$ cat config.mk
export PLATFORM = sky130hd
export DESIGN_NAME = cacheline_adapter
export DESIGN_NICKNAME = d
export VERILOG_FILES = /design/src/rtl/cacheline_adapter.sv
export SDC_FILE = /design/constraint.sdc
export NUM_CORES = 1
export LEC_CHECK = 0
export ABC_AREA = 1
export ABC_CLOCK_PERIOD_IN_PS = 4890
export CORE_AREA = 2 2 276 278
export CTS_BUF_LIST = sky130_fd_sc_hd__clkbuf_4
export DETAILED_ROUTE_END_ITERATION = 7
export DIE_AREA = 0 0 278 280
export PLACE_DENSITY = 0.59
export SYNTH_ARGS = -nofsm -noshare
export SYNTH_HDL_FRONTEND = slang
export SYNTH_SLANG_ARGS = --single-unit
export TNS_END_PERCENT = 5
$ cat constraint.sdc
create_clock -name clk -period 4.89 [get_ports clk]
set_input_delay 0.978 -clock clk [delete_from_list [all_inputs] [get_ports clk]]
set_output_delay 0.978 -clock clk [all_outputs]
set_load 0.1 [all_outputs]
$ cat src/rtl/cacheline_adapter.sv
`default_nettype none
// ============================================================================
// Module  : cacheline_adapter
// Brief   : Splits cache-line read/write requests into BEATS-beat memory
//           bursts and returns a one-cycle completion pulse to the cache.
// Rev     : 1.0  initial release
// ============================================================================
module cacheline_adapter #(
    parameter int LINE_WIDTH  = 256,
    parameter int BURST_WIDTH = 64
) (
    input  logic                   clk,
    input  logic                   rst_n,
    input  logic                   line_read,
    input  logic                   line_write,
    input  logic [31:0]            line_address,
    input  logic [LINE_WIDTH-1:0]  line_wdata,
    output logic [LINE_WIDTH-1:0]  line_rdata,
    output logic                   line_resp,
    output logic                   burst_read,
    output logic                   burst_write,
    output logic [31:0]            burst_address,
    output logic [BURST_WIDTH-1:0] burst_wdata,
    input  logic [BURST_WIDTH-1:0] burst_rdata,
    input  logic                   burst_resp
);

    localparam int BEATS = LINE_WIDTH / BURST_WIDTH;
    localparam int CNT_W = $clog2(BEATS);

    localparam logic [CNT_W-1:0] c_last_beat = CNT_W'(BEATS - 1);
    localparam logic [31:0]      c_addr_mask = ~((32'd1 << $clog2(LINE_WIDTH / 8)) - 32'd1);

    typedef enum logic [1:0] {
        ST_IDLE  = 2'd0,
        ST_READ  = 2'd1,
        ST_WRITE = 2'd2,
        ST_DONE  = 2'd3
    } state_t;

    state_t                r_state;
    logic [CNT_W-1:0]      r_cnt;
    logic [LINE_WIDTH-1:0] r_wbuf;

    // The write line is shifted down one beat per accepted beat, so the
    // current beat always sits in the low slice.
    assign burst_wdata = r_wbuf[BURST_WIDTH-1:0];

    always_ff @(posedge clk or negedge rst_n) begin
        if (!rst_n) begin
            r_state       <= ST_IDLE;
            r_cnt         <= '0;
            r_wbuf        <= '0;
            line_rdata    <= '0;
            line_resp     <= 1'b0;
            burst_read    <= 1'b0;
            burst_write   <= 1'b0;
            burst_address <= '0;
        end else begin
            line_resp <= 1'b0;
            case (r_state)
                ST_IDLE: begin
                    if (line_write) begin
                        burst_address <= line_address & c_addr_mask;
                        r_wbuf        <= line_wdata;
                        r_cnt         <= '0;
                        burst_write   <= 1'b1;
                        r_state       <= ST_WRITE;
                    end else if (line_read) begin
                        burst_address <= line_address & c_addr_mask;
                        r_cnt         <= '0;
                        burst_read    <= 1'b1;
                        r_state       <= ST_READ;
                    end
                end
                ST_READ: begin
                    if (burst_resp) begin
                        line_rdata[int'(r_cnt) * BURST_WIDTH +: BURST_WIDTH] <= burst_rdata;
                        r_cnt <= r_cnt + CNT_W'(1);
                        if (r_cnt == c_last_beat) begin
                            burst_read <= 1'b0;
                            line_resp  <= 1'b1;
                            r_state    <= ST_DONE;
                        end
                    end
                end
                ST_WRITE: begin
                    if (burst_resp) begin
                        r_wbuf <= r_wbuf >> BURST_WIDTH;
                        r_cnt  <= r_cnt + CNT_W'(1);
                        if (r_cnt == c_last_beat) begin
                            burst_write <= 1'b0;
                            line_resp   <= 1'b1;
                            r_state     <= ST_DONE;
                        end
                    end
                end
                default: begin
                    r_state <= ST_IDLE;
                end
            endcase
        end
    end

endmodule
`default_nettype wire

==> metrics.md, run 1 <==
| Metric | Value |
|---|---|
| Sw Pwr | `0.01337 W` |
| Io pins | `712` |
| RSZ-0062 raised after global routing | `false` |
| # setup viols final | `0` |
| Vias | `23310` |
| Root buffer cell | `clkbuf_4` |
| Largest net degree at the start of global routing | `193` |
| CP Max Fanout | `2` |
| Leakage | `18.02 nW` |
| Syn avg cell area | `7.692 µm²` |
| Final RePlAce weighted congestion | `0.8558` |
| Max Cap Viol | `0` |
| Vert. Die Dim | `280 µm` |
| DR WL met3 | `8.778 mm` |
| Setup WS pre-CTS | `1.661 ns` |
| Slew Limit Fails | `0` |
| Worst skew pair latency | `1.00 ns` |
| DR WL met2 | `43.99 mm` |
| Layout Nets | `4247` |
| Register area share after synthesis | `0.5455` |
| Metal1 wirelength | `37.68 mm` |
| DIE WIDTH | `278 µm` |
| Die area | `77840 µm²` |
| Post-synth top area cell | `dfrtp_1` |
| Ys Warns | `0` |
| Worst Tran Pin Value | `1.238 ns` |
| CTS tree | `yes` |
| Global-route wire length before repair | `140.9 mm` |
| Period utilization | `0.7330` |
| Yosys cell types | `21` |
| CP endpoint kind | `output port` |
| Final hold violation count | `0` |
| DR WL/cell | `18.61 µm` |
| Routed Antenna Nets | `0` |
| Highest clock rate | `279.0 MHz` |
| Site Rows | `101` |
| Mapped Cells | `3256` |
| Share of cells above drive strength 1 | `0.08035` |
| Starting Density | `0.3331` |
| Layout Area Growth over Synthesis | `37.19%` |
| Gate power share | `0.549` |
| Worst Skew | `0.1064 ns` |
| Power Density | `721.4 nW/µm²` |
| Yosys reg bits | `546` |
| GRT overflow | `0` |
| Worst setup SP type | `flop` |
| Commonest non-fill, non-tap cell in the layout | `nand2_1` |
| Critical Path AT | `2.61 ns` |
| Drt initial violations | `1670` |
| Vias in the first global route | `22580` |
| Worst-path clk slew | `0.06 ns` |
| CTS buffer count | `156` |
| Placeable Area | `75190 µm²` |
| Port Buffer Count | `701` |
| Status | `complete, no violations` |
| Most frequent cells in the layout | `nand2_1 (1860), clkdlybuf4s50_1 (688), dfrtp_1 (546), nand3_1 (339), clkbuf_4 (231)` |
| VDD IR-drop max | `0.0004000 V` |
| Worst path cell trace | `clkdlybuf4s50_1` |
| Crit path max-delay family | `buffers and inverters` |
| HP Class | `flop to flop` |
| Pint | `0.01142 W` |
| CP required | `3.91 ns` |
| Setup WS post-layout | `1.306 ns` |
| Yosys top cell area share | `0.5455` |
| Area contributors post-synth | `dfrtp_1 (55%), nand2_1 (28%), nand3_1 (6.8%)` |
| Number of cells upsized or downsized after cts | `0` |
| Mapped Area | `25050 µm²` |
| WS Path Type | `flop to output port` |
| DR pass1 iterations | `5` |
| Crit path max-delay cell type | `clkdlybuf4s50_1` |
| Shortest period the worst path allows | `3.584 ns` |
| Sequential power share | `0.276` |
| Initial antenna violation count | `29` |
| CTS max path bufs | `3` |
| Sw Share | `0.5394` |
| Dpl hpwl | `62.22 mm` |
| CP bufs+invs | `1` |
| Vias per cell | `4.678` |
| # DRC | `0` |
| Clk network pwr share | `0.175` |
| CTS Sinks | `546` |
| H-tree Lvls | `4` |
| Post-CTS Setup Inserts | `0` |
| Hold-fix buffers, CTS | `1` |
| Gr usage total | `0.2354` |
| Slew headroom | `0.1746` |
| Slowest Stage Delay on Critical Path | `1.27 ns` |
| Drt total wl | `92.73 mm` |
| Setup TNS | `0 ns` |
| Top Layer Used | `met5` |
cell usage after synthesis:
cell,n
nor2_4,1
nand2_1,1864
inv_2,4
dfrtp_1,546
or2_2,1
o21ai_0,26
nand3_1,339
nand4_1,2
o21ai_1,4
a21oi_1,1
nor2_2,3
buf_4,69
buf_1,20
nand3b_1,47
nor3_1,17
nor2_1,70
ha_1,11
buf_2,138
clkbuf_1,57
conb_1,1
inv_1,35
metal layers:
metal | up-vias | global-route usage
li1 | 11370 | -
met1 | 10980 | 0.2854
met2 | 759 | 0.3824
met3 | 165 | 0.09418
met4 | 34 | 0.07568
met5 | - | 0
power by group through the flow:
stage / Clock, W / Sequential [W] / Combinational [W]
floorplan: 0 / 0.0106 / 0.00657
CTS: 0.00449 / 0.00684 / 0.0137
finish: 0.00433 / 0.00685 / 0.0136
global route: 0.00472 / 0.00703 / 0.0145
global placement: 0 / 0.00687 / 0.0136
detailed placement: 0 / 0.00691 / 0.0137
through the flow:
step,cell area (µm²),power [W],cells,hold slack (ns),util
after floorplan,25060,0.01722,3260,0.4422,-
after global placement,32340,0.02051,4698,0.4532,0.4301
after detailed placement,32340,0.02062,4698,0.4572,0.4301
after CTS,34340,0.02506,4973,0.4005,0.4567
after global routing,34350,0.02629,4980,0.4776,0.4569
final,34360,0.02479,4983,0.4674,0.4570
layout make-up:
cell class | count | area [µm²]
Multi-Input combinational cell | 2391 | 9836
Antenna cell | 10 | 25.02
Clock buffer | 231 | 1734
Clock inverter | 43 | 251.5
Sequential cell | 546 | 13660
Tap cell | 978 | 1224
Fill cell | 7663 | 40830
Timing Repair Buffer | 745 | 7475
Inverter | 39 | 153.9
kinds of logic after synthesis:
kind of cell | share of synthesized area
AO/OA/AOI/OAI | 0.006194
adder cells (fa/ha/maj) | 0.005495
buffers and inverters | 0.06564
flip-flops | 0.5455
other | 0.0001497
AND/OR/NAND/NOR | 0.3770
worst paths after layout:
path	startpoint	to	slack [ns]	cells past startpoint
worst max register to register	r_cnt[0]	line_rdata[148]	2.02	8
worst max-delay path	r_wbuf[13]	burst_wdata[13]	1.31	1
max in group asynchronous	rst_n	line_rdata[179]	3.10	4
worst min register to register	r_wbuf[231]	r_wbuf[231]	0.47	2
min in group asynchronous	rst_n	r_wbuf[0]	0.65	2
worst min-delay path	r_wbuf[231]	r_wbuf[231]	0.47	2
sequential cells by signal, indices dropped and copies added, names as in the netlist:
register,flops
r_wbuf,256
burst_address,27
r_cnt,2
r_state,2
line_rdata,256
burst_write,1
line_resp,1
burst_read,1
(Power assumes the default switching activity.)
==> run 2, diff against run 1 <==
--- a/config.mk
+++ b/config.mk
@@ -6,12 +6,12 @@
 export NUM_CORES = 1
 export LEC_CHECK = 0
 export ABC_AREA = 1
-export ABC_CLOCK_PERIOD_IN_PS = 4890
-export CORE_AREA = 2 2 276 278
+export ABC_CLOCK_PERIOD_IN_PS = 3500
+export CORE_AREA = 2 2 279 281
 export CTS_BUF_LIST = sky130_fd_sc_hd__clkbuf_4
 export DETAILED_ROUTE_END_ITERATION = 7
-export DIE_AREA = 0 0 278 280
-export PLACE_DENSITY = 0.59
+export DIE_AREA = 0 0 281 283
+export PLACE_DENSITY = 0.58
 export SYNTH_ARGS = -nofsm -noshare
 export SYNTH_HDL_FRONTEND = slang
 export SYNTH_SLANG_ARGS = --single-unit
==> constraint.sdc (replaced) <==
create_clock -name clk -period 3.5 [get_ports clk]
set_input_delay 0.7 -clock clk [delete_from_list [all_inputs] [get_ports clk]]
set_output_delay 0.7 -clock clk [all_outputs]
set_load 0.1 [all_outputs]
==> run 2 against run 1 <==
Against the previous run: global-route usage is essentially flat; clock power grew 38%; critical endpoint is now line_rdata[251]; worst setup slack lost 1.1 ns; clock skew shrank 0.015 ns; critical path depth is the same; critical path type unchanged; die area grew 2.2%.
==> metrics.md, run 2 (synthesis gave the netlist of run 1 again) <==
| Metric | Value |
|---|---|
| Root buffer cell | `clkbuf_4` |
| Final hold violation count | `0` |
| Post-CTS Setup Inserts | `0` |
| Pint | `0.01584 W` |
| Leakage | `18.39 nW` |
| RSZ-0062 raised after global routing | `false` |
| Worst-path clk slew | `0.07 ns` |
| Worst path cell trace | `clkdlybuf4s50_1` |
| Site Rows | `102` |
| Highest clock rate | `302.9 MHz` |
| Critical Path AT | `2.60 ns` |
| Global-route wire length before repair | `143.4 mm` |
| Worst skew pair latency | `1.02 ns` |
| HP Class | `input pin to flop` |
| Total of fill cells in the finished design | `7838` |
| Placeable Area | `76700 µm²` |
| Dpl hpwl | `63.32 mm` |
| Routed Antenna Nets | `0` |
| Largest net degree at the start of global routing | `200` |
| H-tree Lvls | `4` |
| Setup TNS | `0 ns` |
| Worst setup SP type | `flop` |
| Largest regs | `line_rdata x256, r_wbuf x256, burst_address x27` |
| Vias per cell | `4.644` |
| Starting Density | `0.3265` |
| Port Buffer Count | `701` |
| Vias | `23490` |
| CP bufs+invs | `1` |
| CTS Sinks | `546` |
| Crit path max-delay cell type | `clkdlybuf4s50_1` |
| WS Path Type | `flop to output port` |
| Crit path max-delay family | `buffers and inverters` |
| Shortest period the worst path allows | `3.302 ns` |
| Vert. Die Dim | `283 µm` |
| Placed Cells | `4779` |
| Initial antenna violation count | `30` |
| Status | `complete, no violations` |
| Area of the multi-input gates | `9836 µm²` |
| Slew headroom | `0.2092` |
| # setup viols final | `0` |
| Period utilization | `0.9434` |
| Slowest Stage Delay on Critical Path | `1.17 ns` |
| Sw Pwr | `0.01881 W` |
| Non-filler instance count after layout | `5059` |
| Most frequent cells in the layout | `nand2_1 (1860), dfrtp_1 (546), clkdlybuf4s50_1 (538), nand3_1 (339), clkbuf_4 (223)` |
| Max Cap Viol | `0` |
| Die area | `79520 µm²` |
| Sequential power share | `0.277` |
| CTS buffer count | `160` |
| Drt total wl | `94.17 mm` |
| CTS max path bufs | `3` |
| Final RePlAce weighted congestion | `0.8593` |
| Layout Area Growth over Synthesis | `36.99%` |
| CTS tree | `yes` |
| Clk network pwr share | `0.172` |
| DR WL/cell | `18.61 µm` |
| CP required | `2.80 ns` |
| # DRC | `0` |
| Vias in the first global route | `23310` |
| Gate power share | `0.551` |
| Layout Nets | `4270` |
| Register area | `13660 µm²` |
| Drt initial violations | `1736` |
| CP endpoint kind | `output port` |
| CP Max Fanout | `2` |
| GRT overflow | `0` |
| Worst Tran Pin Value | `1.179 ns` |
| Power Density | `1010 nW/µm²` |
| DR pass1 iterations | `8` |
| DIE WIDTH | `281 µm` |
| Gr usage total | `0.2351` |
| Worst Skew | `0.09091 ns` |
| Slew Limit Fails | `0` |
| Io pins | `712` |
| Share of cells above drive strength 1 | `0.1211` |
| Sw Share | `0.5429` |
| VDD IR-drop max | `0.0006982 V` |
| Commonest non-fill, non-tap cell in the layout | `nand2_1` |
run 2: cell types whose count changed in the layout (fill, tap and decap cells not counted), sizes merged:
cell,previous run,this run
clkinv,33,34
diode,10,14
buf,56,225
bufinv,2,1
clkinvlp,3,2
clkdlybuf4s50,688,538
clkbuf,231,223
run 2: path summary, 6_finish.rpt:
| check | start | end | slack [ns] | depth (start not counted) |
|---|---|---|---|---|
| max | line_rdata[251] | line_rdata[251] | 0.20 | 1 |
| min | line_wdata[240] | r_wbuf[240] | 0.28 | 3 |
| max reg2reg | r_state[0] | r_wbuf[234] | 0.77 | 8 |
| min reg2reg | r_wbuf[155] | r_wbuf[155] | 0.47 | 2 |
| max in group asynchronous | rst_n | line_rdata[152] | 2.15 | 4 |
| min in group asynchronous | rst_n | r_wbuf[199] | 0.30 | 2 |
run 2: through the flow:
| stage | area [µm²] | setup WS (ns) | utilization | total power, W | hold WS (ns) |
|---|---|---|---|---|---|
| 5_1_grt | 34300 | 0.05439 | 0.4472 | 0.03684 | 0.1498 |
| 6_report | 34310 | 0.1982 | 0.4473 | 0.03465 | 0.2845 |
| 3_5_place_dp | 32310 | 0.6068 | 0.4213 | 0.02890 | 0.4576 |
| 4_1_cts | 34280 | 0.05024 | 0.4469 | 0.03504 | 0.1163 |
| 3_3_place_gp | 32310 | 0.6301 | 0.4213 | 0.02875 | 0.4530 |
| 2_1_floorplan | 25060 | 1.420 | - | 0.02405 | 0.4044 |
run 2: timing repair:
action	in CTS	in global routing
hold buffers	1	0
gates resized for setup	0	0
hold endpoints to repair	49	0
run 2: layer usage:
layer / vias to the layer above / track usage / wire length (µm)
met3: 163 / 0.09079 / 8814
met4: 38 / 0.07754 / 2263
met5: - / 0 / 249
met2: 837 / 0.3802 / 44380
li1: 11420 / - / -
met1: 11030 / 0.2862 / 38460
run 2: final cells by class:
| type | instances | share of cell area |
|---|---|---|
| Clock inverter | 42 | 0.008205 |
| Clock buffer | 223 | 0.04879 |
| Timing Repair Buffer | 764 | 0.2147 |
| Tap cell | 1040 | 0.03792 |
| Sequential cell | 546 | 0.3982 |
| Inverter | 39 | 0.004485 |
| Multi-Input combinational cell | 2391 | 0.2867 |
| Antenna cell | 14 | 0.001021 |
run 2: power groups by stage:
| stage | clock network (W) | logic (W) | registers (W) |
|---|---|---|---|
| global route | 0.00653 | 0.0205 | 0.00985 |
| detailed placement | 0 | 0.0192 | 0.00968 |
| finish | 0.00596 | 0.0191 | 0.00960 |
| global placement | 0 | 0.0191 | 0.00962 |
| CTS | 0.00620 | 0.0192 | 0.00959 |
| floorplan | 0 | 0.00918 | 0.0149 |
